**config.mk**
```make
export PLATFORM = sky130hd
export DESIGN_NAME = dmem_load_unit
export DESIGN_NICKNAME = d
export VERILOG_FILES = /design/src/rtl/dmem_pkg.sv /design/src/rtl/load_align_ext.sv /design/src/rtl/dmem_load_unit.sv
export SDC_FILE = /design/constraint.sdc
export NUM_CORES = 1
export LEC_CHECK = 0
export BUFFER_PORTS_ARGS = -buffer_cell sky130_fd_sc_hd__buf_2
export CAP_MARGIN = 10
export CORE_MARGIN = 1
export CORE_UTILIZATION = 45
export DETAILED_ROUTE_END_ITERATION = 7
export PLACE_DENSITY_LB_ADDON = 0.3
export SYNTH_ARGS = -nofsm -noshare
export SYNTH_HDL_FRONTEND = slang
export SYNTH_SLANG_ARGS = --single-unit
```
**constraint.sdc**
```tcl
create_clock -name Clock -period 3.9 [get_ports Clock]
set_input_delay 0.78 -clock Clock [delete_from_list [all_inputs] [get_ports Clock]]
set_output_delay 0.78 -clock Clock [all_outputs]
set_load 0.03 [all_outputs]
```
**src/rtl/dmem_pkg.sv**
```systemverilog
// Shared definitions for the data-memory load path: RISC-V load funct3
// codes, the load-unit FSM encoding and request classification helpers.
package dmem_pkg;

  // RISC-V load funct3 encodings
  localparam logic [2:0] LB  = 3'b000;
  localparam logic [2:0] LH  = 3'b001;
  localparam logic [2:0] LW  = 3'b010;
  localparam logic [2:0] LBU = 3'b100;
  localparam logic [2:0] LHU = 3'b101;

  // Width of the RAM latency down-counter; holds READ_LATENCY-1 (0..3)
  localparam int CNT_W = 2;

  typedef enum logic [1:0] {
    IDLE  = 2'd0,
    ISSUE = 2'd1,
    WAIT  = 2'd2,
    RESP  = 2'd3
  } state_t;

  // funct3 values that do not name a load (011, 110, 111)
  function automatic logic is_illegal_funct3(input logic [2:0] funct3);
    return !(funct3 inside {LB, LH, LW, LBU, LHU});
  endfunction

  // Halfword on an odd byte, or word not on a 4-byte boundary
  function automatic logic is_misaligned(input logic [2:0] funct3,
                                         input logic [1:0] offset);
    case (funct3)
      LH, LHU: return offset[0];
      LW:      return offset != 2'b00;
      default: return 1'b0;
    endcase
  endfunction

endpackage

```
**src/rtl/load_align_ext.sv**
```systemverilog
// Combinational load extractor: picks the byte/halfword/word addressed by
// offset out of a RAM word and sign- or zero-extends it to 32 bits.
// Halfword selection uses offset[1] only, word loads ignore the offset.
module load_align_ext
  import dmem_pkg::*;
(
  input  logic [31:0] word,
  input  logic [1:0]  offset,
  input  logic [2:0]  funct3,
  output logic [31:0] result
);

  logic [7:0]  byte_sel;
  logic [15:0] half_sel;

  assign byte_sel = word[{offset, 3'b000} +: 8];
  assign half_sel = offset[1] ? word[31:16] : word[15:0];

  // Extend the selected field according to the load type
  always_comb begin
    // NOTE: default first so every path assigns result; otherwise a latch is inferred.
    result = '0;
    case (funct3)
      LB:      result = {{24{byte_sel[7]}}, byte_sel};
      LBU:     result = {24'h0, byte_sel};
      LH:      result = {{16{half_sel[15]}}, half_sel};
      LHU:     result = {16'h0, half_sel};
      LW:      result = word;
      default: result = '0;
    endcase
  end

endmodule

```
**src/rtl/dmem_load_unit.sv**
```systemverilog
// Data-memory load unit: accepts one load at a time, issues a single word
// read to the synchronous data RAM, waits READ_LATENCY cycles (1..4), then
// returns the extended result over a valid/ready handshake.
// Optional feature macro: DMEM_MISALIGN_TRAP_EN -- when defined, misaligned
// halfword/word loads take the error path and never touch the RAM.
module dmem_load_unit
  import dmem_pkg::*;
#(
  parameter int ADDR_W       = 32,
  parameter int READ_LATENCY = 1
) (
  input  logic              Clock,
  input  logic              Reset,
  input  logic              Req_valid,
  output logic              Req_ready,
  input  logic [ADDR_W-1:0] Req_addr,
  input  logic [2:0]        Req_funct3,
  output logic              Mem_re,
  output logic [ADDR_W-3:0] Mem_addr,
  input  logic [31:0]       Mem_rdata,
  output logic              Rsp_valid,
  input  logic              Rsp_ready,
  output logic [31:0]       Rsp_data,
  output logic              Rsp_err
);

  state_t              state;
  state_t              state_next;
  logic [ADDR_W-1:0]   addr_q;
  logic [2:0]          funct3_q;
  logic [CNT_W-1:0]    cnt;
  logic [31:0]         rsp_data_q;
  logic                rsp_err_q;
  logic [31:0]         ext_data;
  logic                req_misaligned;
  logic                req_bad;

`ifdef DMEM_MISALIGN_TRAP_EN
  assign req_misaligned = is_misaligned(Req_funct3, Req_addr[1:0]);
`else
  assign req_misaligned = 1'b0;
`endif

  // Requests that are answered with an error and no RAM access
  assign req_bad = is_illegal_funct3(Req_funct3) || req_misaligned;

  assign Mem_addr = addr_q[ADDR_W-1:2];
  assign Rsp_data = rsp_data_q;
  assign Rsp_err  = rsp_err_q;

  load_align_ext u_align (
    .word   (Mem_rdata),
    .offset (addr_q[1:0]),
    .funct3 (funct3_q),
    .result (ext_data)
  );

  // FSM state register
  always_ff @(posedge Clock) begin
    // NOTE: non-blocking assignments in clocked blocks so every register samples pre-edge values.
    if (!Reset) state <= IDLE;
    else        state <= state_next;
  end

  // Next-state logic and state-decoded handshake/strobe outputs
  always_comb begin
    state_next = state;
    Req_ready  = 1'b0;
    Mem_re     = 1'b0;
    Rsp_valid  = 1'b0;
    case (state)
      IDLE: begin
        Req_ready = 1'b1;
        if (Req_valid) state_next = req_bad ? RESP : ISSUE;
      end
      ISSUE: begin
        Mem_re     = 1'b1;
        state_next = WAIT;
      end
      WAIT: begin
        if (cnt == '0) state_next = RESP;
      end
      RESP: begin
        Rsp_valid = 1'b1;
        if (Rsp_ready) state_next = IDLE;
      end
      default: state_next = IDLE;
    endcase
  end

  // Request latch, latency counter and response registers
  always_ff @(posedge Clock) begin
    if (!Reset) begin
      addr_q     <= '0;
      funct3_q   <= '0;
      cnt        <= '0;
      rsp_data_q <= '0;
      rsp_err_q  <= 1'b0;
    end else begin
      case (state)
        IDLE: begin
          if (Req_valid) begin
            addr_q   <= Req_addr;
            funct3_q <= Req_funct3;
            if (req_bad) begin
              rsp_data_q <= '0;
              rsp_err_q  <= 1'b1;
            end
          end
        end
        ISSUE: cnt <= CNT_W'(READ_LATENCY - 1);
        WAIT: begin
          if (cnt == '0) begin
            rsp_data_q <= ext_data;
            rsp_err_q  <= 1'b0;
          end else begin
            cnt <= cnt - 1'b1;
          end
        end
        default: ;
      endcase
    end
  end

endmodule

```
Word level (Yosys, flattened, before mapping)
Cells that the tools add are included.
{"block": "op_classes", "reduce_logical": 11, "n_eq_ne": 16, "shifts": 1, "addsub": 1, "magnitude_cmp": 0, "n_mux": 20, "n_div": 0, "mul": 0, "bitwise_logic": 0}
{"operator": "$pmux 32 s5", "n": 1}
{"operator": "$mux 32", "n": 3}
{"operator": "$pmux 32 s2", "n": 1}
{"operator": "$shiftx 32x6->8", "n": 1}
{"operator": "$mux 16", "n": 1}
{"operator": "$eq 3x3->1 const B", "n": 4}
{"operator": "$mux 2", "n": 5}
{"operator": "$ne 2x2->1 const B", "n": 5}
{"operator": "$pmux 2 s4", "n": 1}
{"operator": "$eq 3x1->1 const B", "n": 2}
{"operator": "$eq 3x2->1 const B", "n": 2}
{"operator": "$logic_not 3->1", "n": 2}
{"operator": "$mux 1", "n": 6}
{"operator": "$reduce_bool 5->1", "n": 1}
{"operator": "$eq 2x2->1 const B", "n": 2}
{"operator": "$logic_not 2->1", "n": 2}
{"operator": "$pmux 2 s2", "n": 1}
{"operator": "$reduce_and 2->1", "n": 2}
{"operator": "$reduce_and 4->1", "n": 1}
{"operator": "$reduce_bool 2->1", "n": 2}
{"operator": "$reduce_and 3->1", "n": 1}
{"operator": "$eq 2x1->1 const B", "n": 1}
{"operator": "$pmux 1 s2", "n": 1}
{"operator": "$sub 2x1->2 const B", "n": 1}
{"block": "word_totals", "input_bits": 71, "latch_bits": 0, "reg_bits": 72, "output_inout_bits": 66, "word_cells": 55, "rom_bits": 0, "n_memories": 0, "mem_bits_rw": 0}

Depth between registers and ports, before layout
{"block": "logic_depth", "ltp_word": 5, "mapped_depth": 8, "ltp_nobuf": 6}

Cells and area by module
From an unflattened synthesis, not the netlist that was laid out.
{"block": "hier_totals", "cells_unflattened": 478, "area_unflattened_um2": 3930.0}
{"module": "dmem_load_unit", "seq_area_each_um2": 1441.4, "instances": 1, "area_per_inst_um2": 3118.0, "cells_per_inst": 369}
{"module": "load_align_ext", "seq_area_each_um2": 0.0, "instances": 1, "area_per_inst_um2": 812.0, "cells_per_inst": 109}

Least setup slack after synthesis
No wires, ideal clock.
{"block": "synth_timing", "path_kind": "input port to flip-flop", "from": "in Req_funct3[2]", "to": "reg rsp_data_q[0] (netlist: Rsp_data[0])", "n_path_buf": 1, "arrival_ns": 1.874, "setup_time_ns": 0.122, "path_slack_ns": 1.904, "stages": 5, "required_ns": 3.778, "cell_sequence": "o211a_1 > o211a_1 > buf_2 > o21a_1 > a221o_1"}
{"block": "synth_between", "elab_chain_cells": 4, "word_cells_on_any_way": 8, "classes_between": "eq/ne: 5; reduce/logical: 3"}
{"element": "start, declared", "line": "dmem_load_unit.sv:17", "source": "input logic [2:0] Req_funct3,"}
{"element": "$eq 3x1->1 (tied with other cells)", "line": "dmem_pkg.sv:24", "source": "return !(funct3 inside {LB, LH, LW, LBU, LHU});"}
{"element": "$reduce_bool 5->1 (*)", "line": "dmem_pkg.sv:24"}
{"element": "$ne 2x2->1 (no line) (*)"}
{"element": "$reduce_and 4->1 (no line) (*)"}
{"element": "end signal, assigned", "line": "dmem_load_unit.sv:114", "source": "rsp_data_q <= ext_data;"}
{"element": "end, declared", "line": "dmem_load_unit.sv:32", "source": "logic [31:0] rsp_data_q;"}
Mark *: on every way between the ends. The rest lies on a longest branch, timed or not.
A chain may end at the register's enable or synchronous reset.

==> summary.txt <==
Critical path
  • WP data required: 4.15 ns
  • CP max FO: 44
  • Reg2reg end: Rsp_data[11]
  • CP Capture Type: register
  • Arr. time, crit path: around 2.6 ns
  • Worst R2R Start: addr_q[1]
  • Flop-to-flop setup slack: 1.61 ns
  • Reg2Reg Depth: 4
  • WS Path Type: input pin to register
  • CP Launch Type: input pin

Synth
  • Yosys warns: 0
  • Cell variety after synth: 37
  • List of most frequent post-synthesis cells: nand2_1 (98), dfxtp_1 (72), a21boi_0 (35)
  • FF+latch count, synth: 72
  • Synth area leaders: dfxtp_1 (41%), nand2_1 (10%), a21boi_0 (7.4%)
  • Ys flop type: dfxtp_1
  • Avg Cell Area, Syn: 8.41 um^2
  • FFs w/ async S/R, synth: 0%
  • EDFF count, synth: 0
  • Post-synth top area cell: dfxtp_1
  • Most frequent cell after synthesis: nand2_1
  • Sequential-to-total area share from yosys stat: 40.8%
  • Mapped Nets: 497
  • Share of the synthesized area in the top cell type: 40.8%
  • Post-Synthesis Cells: 420
  • Post-Syn Area: 3530 um^2

Clock network
  • Total CTS buffers: 9
  • CTS Sinks: 72
  • Clock buffer depth: 2
  • Clock transition at the registers of the reported paths: 0.07 ns
  • Clock root buffer: clkbuf_8
  • Post-CTS setup buffers: 0
  • H-tree depth: 3
  • TritonCTS clock tree: built
  • Worst skew pair latency: approximately 0.34 ns
  • Hold buffers post-CTS: 0
  • Post-CTS sizing: 0

Final layout
  • Layout cells sized above 1: between 30% and 40%
  • Layout net count: 589
  • Layout filler cell count: 693
  • Ant. Diodes: 0
  • Design area: 4250 um^2
  • Layout area overhead: 20.3%

STA
  • Clock skew: 0.00901 ns
  • Worst slew margin: just over 30%
  • Setup TNS: 0 ns
  • Final Hold Viols: 0
  • Worst Tran Pin Value: 1.04 ns
  • Tmin final: 2.36 ns
  • Max Clock Freq: 424 MHz
  • RSZ-0062 raised after global routing: no
  • Finish-stage setup viols: 0
  • Pins Over Slew Limit: 0
  • Final Cycle Share: 60.4%

Worst hold path
  • Hold Path Stages: 2
  • Min-delay src: Rsp_data[20]
  • Hold Path End: Rsp_data[20]
  • Hold Crit Class: register to register

Floorplan
  • Initial core utilization: between 40% and 50%
  • Horiz. Die Dim: a little over 90 um
  • Die outline height: ~91 um
  • Boundary Pins: 137
  • Core Rows: 31
  • Core area: about 7400 um^2
  • Die area: 8210 um^2

Drt
  • DRC Markers: 0
  • DR WL/cell: about 14 um
  • DR vias: 3148
  • DR pass1 iterations: 5
  • Number of DRC markers in iteration 0: 111
  • Vias/cell: 5.11
  • Total routed wirelength: ~8600 um
  • Post-route ant nets: 0

Global route
  • Gr ovfl total: 0
  • All-Layer GR Usage: 21.0%
  • Maximum number of pins on one net before global-route repair: 45
  • First-pass GRT wire length: roughly 14000 um
  • Initial antenna violation count: 0
  • Vias in the first global route: a little under 3000

Run
  • MaxCap Viol Count: 0

Power
  • Worst VDD drop: 0.329 mV
  • Leakage: 1.96 nW
  • Power Density: 663 nW/um^2

Place
  • Port Buffers: 136
  • Routability congestion estimate: 0.788
  • DP Wirelength: a little over 6000 um
  • Placed Area: ~4000 um^2

Run status
  • Outcome: complete, no violations
==> cell usage in the layout (no fill, tap or decap), drive strengths merged, types with 2 or more instances in the layout <==
cell type,n
o22ai,2
a21boi,35
o211a,4
inv,14
o211ai,8
nand2b,3
o221a,2
nand3,7
dfxtp,72
bufinv,2
nor2,5
or3,8
clkbuf,11
o21ai,26
ha,6
clkinvlp,2
and2,8
nand2,98
buf,140
a22o,9
nor3,4
nor2b,6
mux2i,3
a221o,15
a21oi,18
==> layer usage <==
metal	wire length [um]	part of all wire (%)	track usage [%]
met4	117	1.4	7.39
met5	0	0	0
met1	3900	45	26.7
met3	648	7.5	5.98
met2	3970	46	33.7
==> per-stage QoR <==
stage               worst slack, ns  hold WS (ns)  power, mW  util (%)  std cells
floorplan                      1.90         0.444       1.94         -        420
global placement               1.27         0.430       2.13      54.0        599
detailed placement             1.18         0.437       2.16      54.0        599
CTS                            1.52         0.447       2.81      57.0        615
global route                   1.35         0.460       2.99      57.4        616
finish                         1.54         0.444       2.82      57.4        616
==> worst max-delay path: stages <==
cell and delay (ns):
buf_2 0.51, and3_1 0.24, o211a_1 0.35, nand2b_1 0.44, o21ai_1 0.27
==> sequential cells by signal (all words and copies together) (netlist names) <==
| name | count |
|---|---|
| Rsp_data | 32 |
| cnt | 2 |
| Rsp_err | 1 |
| addr_q | 32 |
| funct3_q | 3 |
| state | 2 |
==> cell type report <==
class | count | area (um^2) | share of cell area [%]
Timing Repair Buffer | 140 | 731 | 17.2
Tap cell | 99 | 124 | 2.92
Clock buffer | 11 | 141 | 3.33
Inverter | 14 | 52.6 | 1.24
Clock inverter | 5 | 80.1 | 1.88
Sequential cell | 72 | 1440 | 33.9
Multi-Input combinational cell | 275 | 1680 | 39.5
==> logic make-up (layout without fill, tap and decap cells) <==
group / after synthesis / after routing / synth area share [%]
and+or+nand+nor: 143 / 143 / 18.2
adders and majority gates: 6 / 6 / 2.13
muxes: 3 / 3 / 1.31
DFF: 72 / 72 / 40.8
AOI/OAI and AO/OA: 123 / 123 / 25.7
buffers and inverters: 73 / 170 / 11.8
==> power by group <==
group,internal [mW],switching [mW],total [mW]
Clock,0.377,0.274,0.651
Combinational,0.402,0.786,1.19
Sequential,0.875,0.104,0.979
==> worst max-delay path by stage <==
stage	to	depth (start not counted)	startpoint
after floorplan	Rsp_data[0]	5	Req_funct3[2]
after global placement	Rsp_data[21]	5	Reset
after detailed placement	Rsp_data[23]	5	Reset
after CTS	Rsp_data[23]	5	Reset
after global routing	Rsp_data[31]	5	Reset
final	Rsp_data[23]	5	Reset
No activity file was read; power rests on OpenSTA's default activity.
